==> config.mk <==
export PLATFORM = sky130hd
export DESIGN_NAME = lsu_stb_alloc_ctl
export DESIGN_NICKNAME = d
export VERILOG_FILES = /design/src/rtl/lsu_stb_alloc_ctl.sv
export SDC_FILE = /design/constraint.sdc
export NUM_CORES = 1
export LEC_CHECK = 0
export BUFFER_PORTS_ARGS = -buffer_cell sky130_fd_sc_hd__buf_2
export CAP_MARGIN = 20
export CORE_ASPECT_RATIO = 0.8
export CORE_MARGIN = 8
export CORE_UTILIZATION = 30
export CTS_CLUSTER_SIZE = 25
export DETAILED_ROUTE_END_ITERATION = 8
export GPL_TIMING_DRIVEN = 0
export PLACE_DENSITY = 0.46
export SYNTH_ARGS = -nofsm -noshare
export SYNTH_HDL_FRONTEND = slang
export SYNTH_SLANG_ARGS = --single-unit
==> constraint.sdc <==
create_clock -name rclk -period 3.8 [get_ports rclk]
set_input_delay 0.19 -clock rclk [delete_from_list [all_inputs] [get_ports rclk]]
set_output_delay 0.19 -clock rclk [all_outputs]
set_load 0.005 [all_outputs]
==> src/rtl/lsu_stb_alloc_ctl.sv <==
// Per-thread store-buffer sequencer: allocates STB entries at M, retracts a W-flushed allocation, issues to PCX in order, frees on CPX ack.
// Latency: write enable is combinational in the alloc cycle; an entry is issuable two cycles after allocation; pointers and count are registered.
// Backpressure: alloc is refused while full (sticky err); issue valid/ptr hold until pcx_grant; ack frees only already-issued entries.
//
// Ports:
//   rclk, arst                  core clock; asynchronous active-high reset
//   st_vld_m                    store in M requests an entry
//   st_flush_w                  store allocated last cycle is killed at W
//   pcx_grant, cpx_st_ack       PCX accept of presented entry; CPX store ack
//   stb_clk_en_l[DEPTH-1:0]     one-hot-low entry write enable (all 1 = none)
//   stb_wptr, stb_issue_vld/ptr next alloc slot; issue handshake to PCX
//   stb_cnt, stb_full/empty     occupancy including the pending entry
//   stb_err                     sticky protocol-violation flag
module lsu_stb_alloc_ctl #(
    parameter int DEPTH = 8,
    parameter int PTR_W = 3
) (
    input  logic             rclk,
    input  logic             arst,
    input  logic             st_vld_m,
    input  logic             st_flush_w,
    input  logic             pcx_grant,
    input  logic             cpx_st_ack,
    output logic [DEPTH-1:0] stb_clk_en_l,
    output logic [PTR_W-1:0] stb_wptr,
    output logic             stb_issue_vld,
    output logic [PTR_W-1:0] stb_issue_ptr,
    output logic [PTR_W:0]   stb_cnt,
    output logic             stb_full,
    output logic             stb_empty,
    output logic             stb_err
);

    localparam int PW = PTR_W + 1;

    // Pointers carry one extra wrap bit so (wptr - iptr) is a true distance.
    logic [PW-1:0] wptr_q, wptr_d;
    logic [PW-1:0] iptr_q, iptr_d;
    logic [PW-1:0] dptr_q, dptr_d;
    logic [PW-1:0] cnt_q,  cnt_d;
    logic          pend_q, pend_d;
    logic          err_q,  err_d;

    logic             full;
    logic             alloc;
    logic             flush;
    logic             grant_fire;
    logic             ack_ok;
    logic [PTR_W-1:0] en_idx;
    logic [PW-1:0]    cu;

    always_comb begin
        full       = (cnt_q == PW'(DEPTH));
        // Gating with arst keeps every write enable inactive while in reset.
        alloc      = st_vld_m & ~full & ~arst;
        flush      = st_flush_w & pend_q;
        // On alloc+flush the new store reuses the slot being retracted.
        en_idx     = wptr_q[PTR_W-1:0] - PTR_W'(flush);
        // The pending (pre-W) entry is never offered to the PCX.
        cu         = wptr_q - iptr_q - PW'(pend_q);
        grant_fire = (cu != '0) & pcx_grant;
        ack_ok     = cpx_st_ack & (iptr_q != dptr_q);

        stb_clk_en_l = '1;
        if (alloc) begin
            stb_clk_en_l[en_idx] = 1'b0;
        end

        wptr_d = wptr_q;
        if (alloc && !flush) begin
            wptr_d = wptr_q + PW'(1);
        end else if (!alloc && flush) begin
            wptr_d = wptr_q - PW'(1);
        end

        iptr_d = grant_fire ? iptr_q + PW'(1) : iptr_q;
        dptr_d = ack_ok     ? dptr_q + PW'(1) : dptr_q;
        cnt_d  = cnt_q + PW'(alloc) - PW'(flush) - PW'(ack_ok);
        // A new alloc always becomes the pending entry, even when it replaces a flushed one.
        pend_d = alloc;
        err_d  = err_q
               | (st_vld_m & full)
               | (st_flush_w & ~pend_q)
               | (cpx_st_ack & ~ack_ok);
    end

    always_ff @(posedge rclk or posedge arst) begin
        if (arst) begin
            wptr_q <= '0;
            iptr_q <= '0;
            dptr_q <= '0;
            cnt_q  <= '0;
            pend_q <= 1'b0;
            err_q  <= 1'b0;
        end else begin
            wptr_q <= wptr_d;
            iptr_q <= iptr_d;
            dptr_q <= dptr_d;
            cnt_q  <= cnt_d;
            pend_q <= pend_d;
            err_q  <= err_d;
        end
    end

    assign stb_wptr      = wptr_q[PTR_W-1:0];
    assign stb_issue_vld = (cu != '0);
    assign stb_issue_ptr = iptr_q[PTR_W-1:0];
    assign stb_cnt       = cnt_q;
    assign stb_full      = full;
    assign stb_empty     = (cnt_q == '0);
    assign stb_err       = err_q;

endmodule

==> summary.txt, run 1 <==
Outcome
  – Status: completed

Worst setup path
  – Bufs and invs on worst path: 3
  – Crit. End Element: primary output
  – Worst r2r src: iptr_q[0]
  – Worst-path cell chain: inv_1 -> fa_1 -> inv_1 -> ha_1 -> or2_2 -> fa_1 -> xor2_1 -> or3_1 -> or3_1 -> buf_2
  – Worst setup path class: reg -> out
  – Crit Path Max Fanout: 6
  – Reg2reg path depth: 10
  – Slowest stage delay, CP: 0.55 ns
  – Worst path top cell family by delay: adder cells
  – Reg-to-Reg End: iptr_q[1]
  – Crit path DAT: 3.40 ns
  – R2r setup slk: 0.43 ns
  – Worst Path Required: 3.61 ns
  – CP startpoint kind: register
  – Slowest stage cell on the critical path: fa_1

Floorplanning
  – Die H: 76.3 um
  – Core ar.: 0.00449 mm2
  – Die area: 0.00698 mm2
  – Row count: 22
  – Ports: 28
  – Die Span X: 91.4 um
  – Initial Util: 30.4%

Yosys
  – Number of synthesized register bits: 18
  – Most common flop cell mapped by yosys: dfrtp_1
  – Cell Area, Synth: 0.00137 mm2
  – Avg Synthesized Cell Area: 10.7 um2
  – Gate Count Post-Synth: 127
  – EDFF count, synth: 0
  – Net Count, Synth: 154
  – Seq/Total Area, Yosys: 33.0%
  – Async S/R FF share, synth: 100%
  – Synth Warn #: 0
  – Synth unique cells: 32

Detailed routing
  – Initial DRC Count: 37
  – Routed WL per cell: 12.0 um
  – First-pass DRT Iterations: 4
  – Vias post-DR: 958
  – Avg Vias per Cell: 4.39
  – Antenna Nets Post-Route: 0
  – DRT Wirelength: 2.61 mm
  – # DRC: 0

Place
  – Dpl cells: 214
  – Placed wire-length estimate: 2.20 mm
  – Final GP Congestion: 0.764
  – I/O Buffers: 27

GRT
  – First-pass GRT wire length: 4.69 mm
  – Largest net degree at the start of global routing: 19
  – Initial antenna violation count: 0
  – Total grt overflow: 0
  – Number of global-route vias before repair: 1,025
  – Gr usage total: 8.03%

Cells and area
  – N_diodes: 0
  – Area of the multi-input gates: 798 um2
  – Fillcell total: 461
  – Layout Utilization: 36.3%
  – FF+latch area: 450 um2
  – Post-route non-filler standard cell count: 218
  – Layout cells sized above 1: 28.5%
  – Area Growth Syn to Fin: 19.4%
  – NumNets Final: 186

Power and ir drop
  – Maximum VDD drop: 0.446 mV
  – Total power density per cell area: 930 mW/mm2
  – Leak: 0.783 nW

Clocking
  – CTS sink count: 18
  – TritonCTS clock tree: built
  – CTS clock-pin slew for the worst setup and hold paths: 0.07 ns
  – CTS buffer count: 3
  – CTS Hold Buffers Added: 0
  – Clock Tree Buf Depth: 2
  – Skew-Pair Late Insertion Delay: 0.25 ns
  – CTS resizes: 0
  – Root buf cell: clkbuf_8
  – H-tree depth: 1
  – Setup repair bufs after CTS: 0

Timing
  – RSZ-0062 raised after global routing: false
  – Hold Fails Final Rpt: 0
  – Fin Setup TNS: 0 ns
  – Slew Limit Fails: 0
  – Worst-Margin Slew: 0.699 ns
  – Clk_skew: 0.00238 ns
  – Period utilisation layout: 94.4%
  – Min Tclk post-route: 3.59 ns
  – Final setup fails: 0
  – Max-slew headroom: 53.3%
  – Max Fclk: 0.279 GHz

Flow run
  – Max-cap viol count: 0

Min path
  – Worst Hold Class: in -> async
stage by stage:
step | power (W) | area (um2) | worst slack (ns) | hold slack, ns
after global routing | 0.00169 | 1630 | 0.0634 | 0.124
after global placement | 0.00135 | 1580 | 0.409 | 0.348
after CTS | 0.00155 | 1630 | 0.166 | 0.0720
after detailed placement | 0.00139 | 1580 | 0.419 | 0.355
after floorplan | 0.00114 | 1370 | 0.576 | 0.129
final | 0.00152 | 1630 | 0.211 | 0.0492
synth_stat cells (3+ instances only):
master   count  share of area [%]
ha_1        16                 15
inv_1       19                5.2
fa_1         5                7.3
xnor2_1      8                5.1
buf_4        6                3.3
dfrtp_1     18                 33
xor2_1      10                6.4
nand2_1      7                1.9
nor2_1       4                1.1
nand3_1      5                1.8
nor3b_1      3                1.6
where the power goes:
group	internal (W)	switching, W	leakage [nW]	total (W)
Combinational	0.000489	0.000453	0.544	0.000942
Clock	0.0000920	0.0000636	0.0288	0.000156
Sequential	0.000288	0.000131	0.210	0.000419
Total	0.000869	0.000647	0.783	0.00152
state kept, by name, summed over array words and instances, names as in the netlist:
register  flops
dptr_q        4
iptr_q        4
pend_q        1
stb_cnt       4
stb_err       1
wptr_q        4
cell families (layout without fill, tap and decap cells):
family | Yosys count | count (layout) | share of synthesized area [%]
simple gates | 31 | 31 | 12.9
buf+inv | 25 | 56 | 8.52
fa+ha+maj | 21 | 21 | 22.0
xor+xnor | 19 | 19 | 13.2
flops | 18 | 18 | 33.0
compound gates | 9 | 9 | 6.87
mux | 4 | 4 | 3.48
layout by cell type (no fill, tap or decap), types with 2 or more instances in the layout:
| cell type | count |
|---|---|
| buf_2 | 27 |
| inv_1 | 19 |
| dfrtp_1 | 18 |
| ha_1 | 16 |
| xor2_1 | 10 |
| xnor2_1 | 8 |
| nand2_1 | 7 |
| buf_4 | 6 |
| nand3_1 | 5 |
| fa_1 | 5 |
| nor2_1 | 4 |
| clkbuf_8 | 4 |
| nor3b_1 | 3 |
| or3_1 | 2 |
| o311ai_1 | 2 |
| and2_1 | 2 |
| nor2b_1 | 2 |
| and3_1 | 2 |
layout make-up:
type / instances / share of cell area [%]
tap: 60 / 4.60
buffer: 6 / 2.76
clock buffer: 4 / 3.38
inverter: 19 / 4.37
multi-input combinational: 84 / 49.0
timing repair buffer: 27 / 8.29
sequential: 18 / 27.6
layer usage:
| layer | wire (um) | track usage [%] | up-vias | part of all wire [%] |
|---|---|---|---|---|
| met2 | 1210 | 13.5 | 17 | 46 |
| met1 | 1240 | 9.72 | 466 | 48 |
| li1 | - | - | 473 | - |
| met5 | 0 | 0 | - | 0 |
| met3 | 147 | 3.25 | 2 | 5.6 |
| met4 | 8 | 0.489 | 0 | 0.31 |
worst max-delay path by stage:
stage                         start            end  cells past startpoint
after floorplan           wptr_q[0]      iptr_q[1]                      9
after global placement    iptr_q[0]      iptr_q[1]                     10
after detailed placement  iptr_q[0]      iptr_q[1]                     10
after CTS                 iptr_q[0]  stb_issue_vld                     10
after global routing      iptr_q[0]  stb_issue_vld                     10
final                     iptr_q[0]  stb_issue_vld                     10
worst reg2reg max path, cell delays in order, from the launching register on:
cell     delay, ns
dfrtp_1       0.46
inv_1         0.09
fa_1          0.55
inv_1         0.05
ha_1          0.21
or2_2         0.29
fa_1          0.37
xor2_1        0.16
or3_1         0.43
o31ai_4       0.31
mux2_4        0.32
(Power assumes the default switching activity.)
==> run 2, diff against run 1 <==
==> constraint.sdc (replaced) <==
create_clock -name rclk -period 3.61 [get_ports rclk]
set_input_delay 0.1805 -clock rclk [delete_from_list [all_inputs] [get_ports rclk]]
set_output_delay 0.1805 -clock rclk [all_outputs]
set_load 0.005 [all_outputs]
==> run 2 against run 1 <==
Compared with the run above: utilization grew 0.84 points; global-route usage is the same; via count grew 1.1%; sequential power grew 4%; largest cell class unchanged; largest power group unchanged; die area is the same; sequential share of layout area shrank 0.47 points; final cell count grew 1.8%.
==> summary.txt, run 2 (synthesis results as in run 1) <==
Outcome
  – Status: completed

Place
  – Dpl cells: 214
  – Placed cell areas: 0.00158 mm2
  – I/O Buffers: 27
  – Final GP Congestion: 0.764
  – Placed wire-length estimate: 2.20 mm

Worst setup path
  – Crit Path Max Fanout: 5
  – Worst setup startpoint: iptr_q[0]
  – Crit. End Element: primary output
  – Slowest stage cell on the critical path: fa_1
  – Slowest stage delay, CP: 0.54 ns
  – Bufs and invs on worst path: 3
  – Worst path top cell family by delay: adder cells
  – CP startpoint kind: register
  – Worst r2r src: iptr_q[0]
  – Worst-path cell chain: inv_1 -> fa_1 -> inv_1 -> ha_1 -> or2_2 -> fa_1 -> xor2_1 -> or3_4 -> or3_1 -> buf_2
  – Worst setup path class: reg -> out
  – Crit path DAT: 3.28 ns
  – Worst Path Required: 3.43 ns

Cells and area
  – Area Growth Syn to Fin: 22.2%
  – Commonest non-fill, non-tap cell in the layout: buf_2
  – N_diodes: 0
  – Layout cells sized above 1: 32.1%
  – Design Area, Final: 0.00167 mm2
  – Post-route non-filler standard cell count: 222
  – NumNets Final: 190
  – Most frequent cells in the layout: buf_2, inv_1, ha_1, dfrtp_1

GRT
  – First-pass GRT wire length: 4.69 mm
  – Initial antenna violation count: 0
  – Gr usage total: 8.03%
  – Largest net degree at the start of global routing: 19
  – Total grt overflow: 0
  – Number of global-route vias before repair: 1,025

Detailed routing
  – Vias post-DR: 969
  – DRT Wirelength: 2.66 mm
  – # DRC: 0
  – Antenna Nets Post-Route: 0
  – Avg Vias per Cell: 4.36
  – Initial DRC Count: 30
  – First-pass DRT Iterations: 4
  – Routed WL per cell: 12.0 um

Clocking
  – Root buf cell: clkbuf_8
  – CTS buffer count: 3
  – CTS sink count: 18
  – CTS clock-pin slew for the worst setup and hold paths: 0.07 ns
  – H-tree depth: 1
  – Skew-Pair Late Insertion Delay: 0.25 ns
  – Clock Tree Buf Depth: 2
  – TritonCTS clock tree: built

Floorplanning
  – Die H: 76.3 um
  – Die area: 0.00698 mm2
  – Core ar.: 0.00449 mm2
  – Initial Util: 30.4%
  – Row count: 22
  – Die Span X: 91.4 um
  – Ports: 28

Timing
  – Max Fclk: 0.289 GHz
  – Worst-Margin Slew: 0.702 ns
  – Min Hold Slack: 0.0404 ns
  – Clk_skew: 0.00250 ns
  – Slew Limit Fails: 0
  – Max-slew headroom: 53.2%
  – Fin Setup TNS: 0 ns
  – Period utilisation layout: 95.9%
  – Min Tclk post-route: 3.46 ns
  – RSZ-0062 raised after global routing: false
  – Hold Fails Final Rpt: 0
  – Final setup fails: 0

Min path
  – Worst Hold Class: in -> async

Flow run
  – Max-cap viol count: 0

Power and ir drop
  – Maximum VDD drop: 0.527 mV
  – Total power density per cell area: 993 mW/mm2
  – Leak: 0.801 nW
==> run 2: cell types whose count changed in the layout (fill, tap and decap cells not counted), sizes merged <==
cell | previous run | this run
buf | 33 | 37
==> run 2: worst reg2reg max path: cells and delay by family, from the launching register on <==
kind / cells / cell delay [ns]
mux: 1 / 0.32
fa+ha+maj: 3 / 1.12
compound gates: 1 / 0.29
xor+xnor: 1 / 0.16
flops: 1 / 0.42
buf+inv: 2 / 0.12
simple gates: 2 / 0.69
==> run 2: final timing paths <==
check / to / slack [ns] / cells past startpoint
setup / recovery: stb_issue_vld / 0.15 / 10
hold / removal: pend_q / 0.04 / 2
setup reg to reg: iptr_q[1] / 0.36 / 10
hold reg to reg: dptr_q[3] / 0.50 / 1
max in group asynchronous: iptr_q[0] / 3.08 / 2
min in group rclk: pend_q / 0.15 / 2
==> run 2: area by class of cell <==
class | count | area (um2)
timing repair buffer | 31 | 165
buffer | 6 | 45.0
tap | 60 | 75.1
inverter | 19 | 71.3
multi-input combinational | 84 | 803
fill | 461 | 2820
sequential | 18 | 453
clock buffer | 4 | 55.1
==> run 2: power breakdown <==
group / total, W / switching [W] / internal [W] / leakage, nW
sequential: 0.000434 / 0.000129 / 0.000306 / 0.208
combinational: 0.00106 / 0.000499 / 0.000559 / 0.565
clock: 0.000164 / 0.0000670 / 0.0000969 / 0.0288
total: 0.00166 / 0.000695 / 0.000962 / 0.801
==> run 2: what timing repair did <==
action	CTS	global route
hold endpoints to repair	0	0
resized for setup	2	1
endpoints found under the setup margin	1	1
hold buffers	0	0
buffers inserted	0	4
==> run 2: metrics by stage <==
stage	utilization [%]	power [W]	setup WS, ns
floorplan	-	0.00120	0.386
global placement	35.1	0.00142	0.219
detailed placement	35.1	0.00146	0.229
CTS	36.4	0.00164	0.0371
global route	37.2	0.00184	0.0255
finish	37.2	0.00166	0.148
==> run 2: per-layer routing <==
layer	vias to the layer above	routed length (um)	global-route usage (%)	part of all wire, %
met1	470	1230	9.72	46
li1	480	-	-	-
met5	-	0	0	0
met3	2	147	3.25	5.5
met4	0	8	0.489	0.30
met2	17	1270	13.5	48
==> run 3, diff against run 2 <==
--- a/config.mk
+++ b/config.mk
@@ -8,8 +8,9 @@
 export BUFFER_PORTS_ARGS = -buffer_cell sky130_fd_sc_hd__buf_2
 export CAP_MARGIN = 20
 export CORE_ASPECT_RATIO = 0.8
-export CORE_MARGIN = 8
+export CORE_MARGIN = 5
 export CORE_UTILIZATION = 30
+export CTS_CLUSTER_DIAMETER = 120
 export CTS_CLUSTER_SIZE = 25
 export DETAILED_ROUTE_END_ITERATION = 8
 export GPL_TIMING_DRIVEN = 0
==> run 3 against run 2 <==
Compared with the run above: combinational power is essentially flat; total power grew 1.6%; sequential power shrank 0.9%; critical path type unchanged; fmax shrank 0.43%; routed wire length shrank 3.7%; sequential cell count is the same; die area shrank 14%; final cell count grew 0.90%; first-iteration DRC count shrank 40%; global-route usage grew 1.2 points.
==> summary.txt, run 3 (synthesis results as in run 1) <==
Worst setup path
  – CP startpoint kind: register
  – Worst setup path class: reg -> out
  – Worst Path Required: 3.43 ns
  – Slowest stage cell on the critical path: fa_1
  – Slowest stage delay, CP: 0.57 ns
  – Worst-path cell chain: inv_1 -> fa_1 -> inv_1 -> ha_1 -> or2_2 -> fa_1 -> xor2_1 -> or3_4 -> or3_4 -> buf_2
  – R2r setup slk: 0.35 ns
  – Bufs and invs on worst path: 3
  – Crit path DAT: 3.30 ns
  – Crit Path Max Fanout: 4
  – Crit. End Element: primary output
  – Worst path top cell family by delay: adder cells

Cells and area
  – Fillcell total: 462
  – NumNets Final: 192
  – Commonest non-fill, non-tap cell in the layout: buf_2
  – Layout cells sized above 1: 33.5%
  – Most frequent cells in the layout: buf_2, inv_1, ha_1, dfrtp_1, buf_4
  – N_diodes: 0
  – Design Area, Final: 0.00169 mm2
  – Area Growth Syn to Fin: 23.6%

Floorplanning
  – Die H: 70.3 um
  – Die area: 0.00601 mm2
  – Row count: 22
  – Core ar.: 0.00449 mm2
  – Initial Util: 30.4%
  – Die Span X: 85.4 um
  – Ports: 28

Detailed routing
  – Metal3 WL: 107 um
  – Routed WL per cell: 11.4 um
  – Antenna Nets Post-Route: 0
  – DRT Wirelength: 2.56 mm
  – Vias post-DR: 968
  – Met2 WL post-DR: 1.24 mm
  – Initial DRC Count: 18
  – Max layer used: met4
  – M1 wire length: 1.20 mm
  – Avg Vias per Cell: 4.32
  – First-pass DRT Iterations: 4
  – # DRC: 0

Place
  – Placed cell areas: 0.00158 mm2
  – Post-place setup slack: 0.201 ns
  – Placed wire-length estimate: 2.11 mm
  – I/O Buffers: 27
  – Final GP Congestion: 0.712

Timing
  – Clk_skew: 0.00406 ns
  – Fin Setup TNS: 0 ns
  – Max-slew headroom: 54.1%
  – Slew Limit Fails: 0
  – Max Fclk: 0.288 GHz
  – Min Tclk post-route: 3.48 ns
  – Worst-Margin Slew: 0.687 ns
  – Final setup fails: 0
  – Final WS setup: 0.133 ns
  – Period utilisation layout: 96.3%
  – Hold Fails Final Rpt: 0

Power and ir drop
  – Total power density per cell area: 998 mW/mm2
  – Final Power: 0.00168 W
  – Leak: 0.812 nW
  – Maximum VDD drop: 0.451 mV

Clocking
  – Clock Tree Buf Depth: 2
  – CTS buffer count: 3
  – TritonCTS clock tree: built
  – Root buf cell: clkbuf_8
  – CTS sink count: 18
  – CTS clock-pin slew for the worst setup and hold paths: 0.07 ns
  – H-tree depth: 1
  – CTS Hold Buffers Added: 0
  – Skew-Pair Late Insertion Delay: 0.25 ns

GRT
  – Largest net degree at the start of global routing: 19
  – First-pass GRT wire length: 4.48 mm
  – Total grt overflow: 0
  – Initial antenna violation count: 0
  – Gr usage total: 9.19%
  – Number of global-route vias before repair: 979

Flow run
  – Max-cap viol count: 0

Min path
  – Worst Hold Class: in -> async

Outcome
  – Status: completed
==> run 3: cell types whose count changed in the layout (fill, tap and decap cells not counted) <==
cell,previous run,this run
buf_4,10,12
or3_4,1,2
or3_1,1,0
==> run 3: metal layers <==
metal / up-vias / global-route usage, %
li1: 488 / -
met1: 462 / 11.3
met2: 14 / 15.6
met3: 4 / 3.18
met4: 0 / 1.58
met5: - / 0
==> run 3: through the flow <==
step | hold WS, ns | util, % | instances
6_report | 0.0365 | 37.6 | 224
5_1_grt | 0.127 | 37.6 | 224
4_1_cts | 0.0664 | 36.4 | 218
3_5_place_dp | 0.344 | 35.1 | 214
3_3_place_gp | 0.332 | 35.1 | 214
2_1_floorplan | 0.119 | - | 127
==> run 3: layout make-up <==
| cell class | count | area (um2) | area share, % |
|---|---|---|---|
| inverter | 19 | 71.3 | 4.23 |
| sequential | 18 | 453 | 26.8 |
| timing repair buffer | 33 | 180 | 10.7 |
| clock buffer | 4 | 55.1 | 3.26 |
| tap | 60 | 75.1 | 4.45 |
| buffer | 6 | 45.0 | 2.67 |
| multi-input combinational | 84 | 808 | 47.9 |
==> run 3: power by group <==
group          internal, W  switching [W]  leakage [nW]
combinational     0.000582       0.000508         0.576
clock            0.0000968      0.0000673        0.0288
sequential        0.000306       0.000124         0.208
total             0.000985       0.000699         0.812
==> run 3: timing repair <==
item / CTS / global route
setup buffers: 0 / 6
endpoints found under the setup margin: 1 / 1
endpoints found under the hold margin: 0 / 0
cloned: 0 / 0
resized for setup: 2 / 2
pin swaps: 0 / 1
==> run 3: worst paths after layout <==
check                      cells after the start      start       endpoint
hold / removal                                 2       arst        stb_err
setup reg to reg                              10  iptr_q[0]      iptr_q[1]
hold reg to reg                                1  wptr_q[3]      wptr_q[3]
setup / recovery                              10  iptr_q[0]  stb_issue_vld
max in group asynchronous                      2       arst      iptr_q[0]
min in group rclk                              3   st_vld_m        stb_err
==> run 3: worst reg2reg max path, cell delays in order (launching register included) <==
cell and delay, ns:
dfrtp_2 0.39, inv_1 0.07, fa_1 0.57, inv_1 0.05, ha_1 0.21, or2_2 0.29, fa_1 0.38, xor2_1 0.17
or3_4 0.41, o31ai_4 0.30, mux2_4 0.32
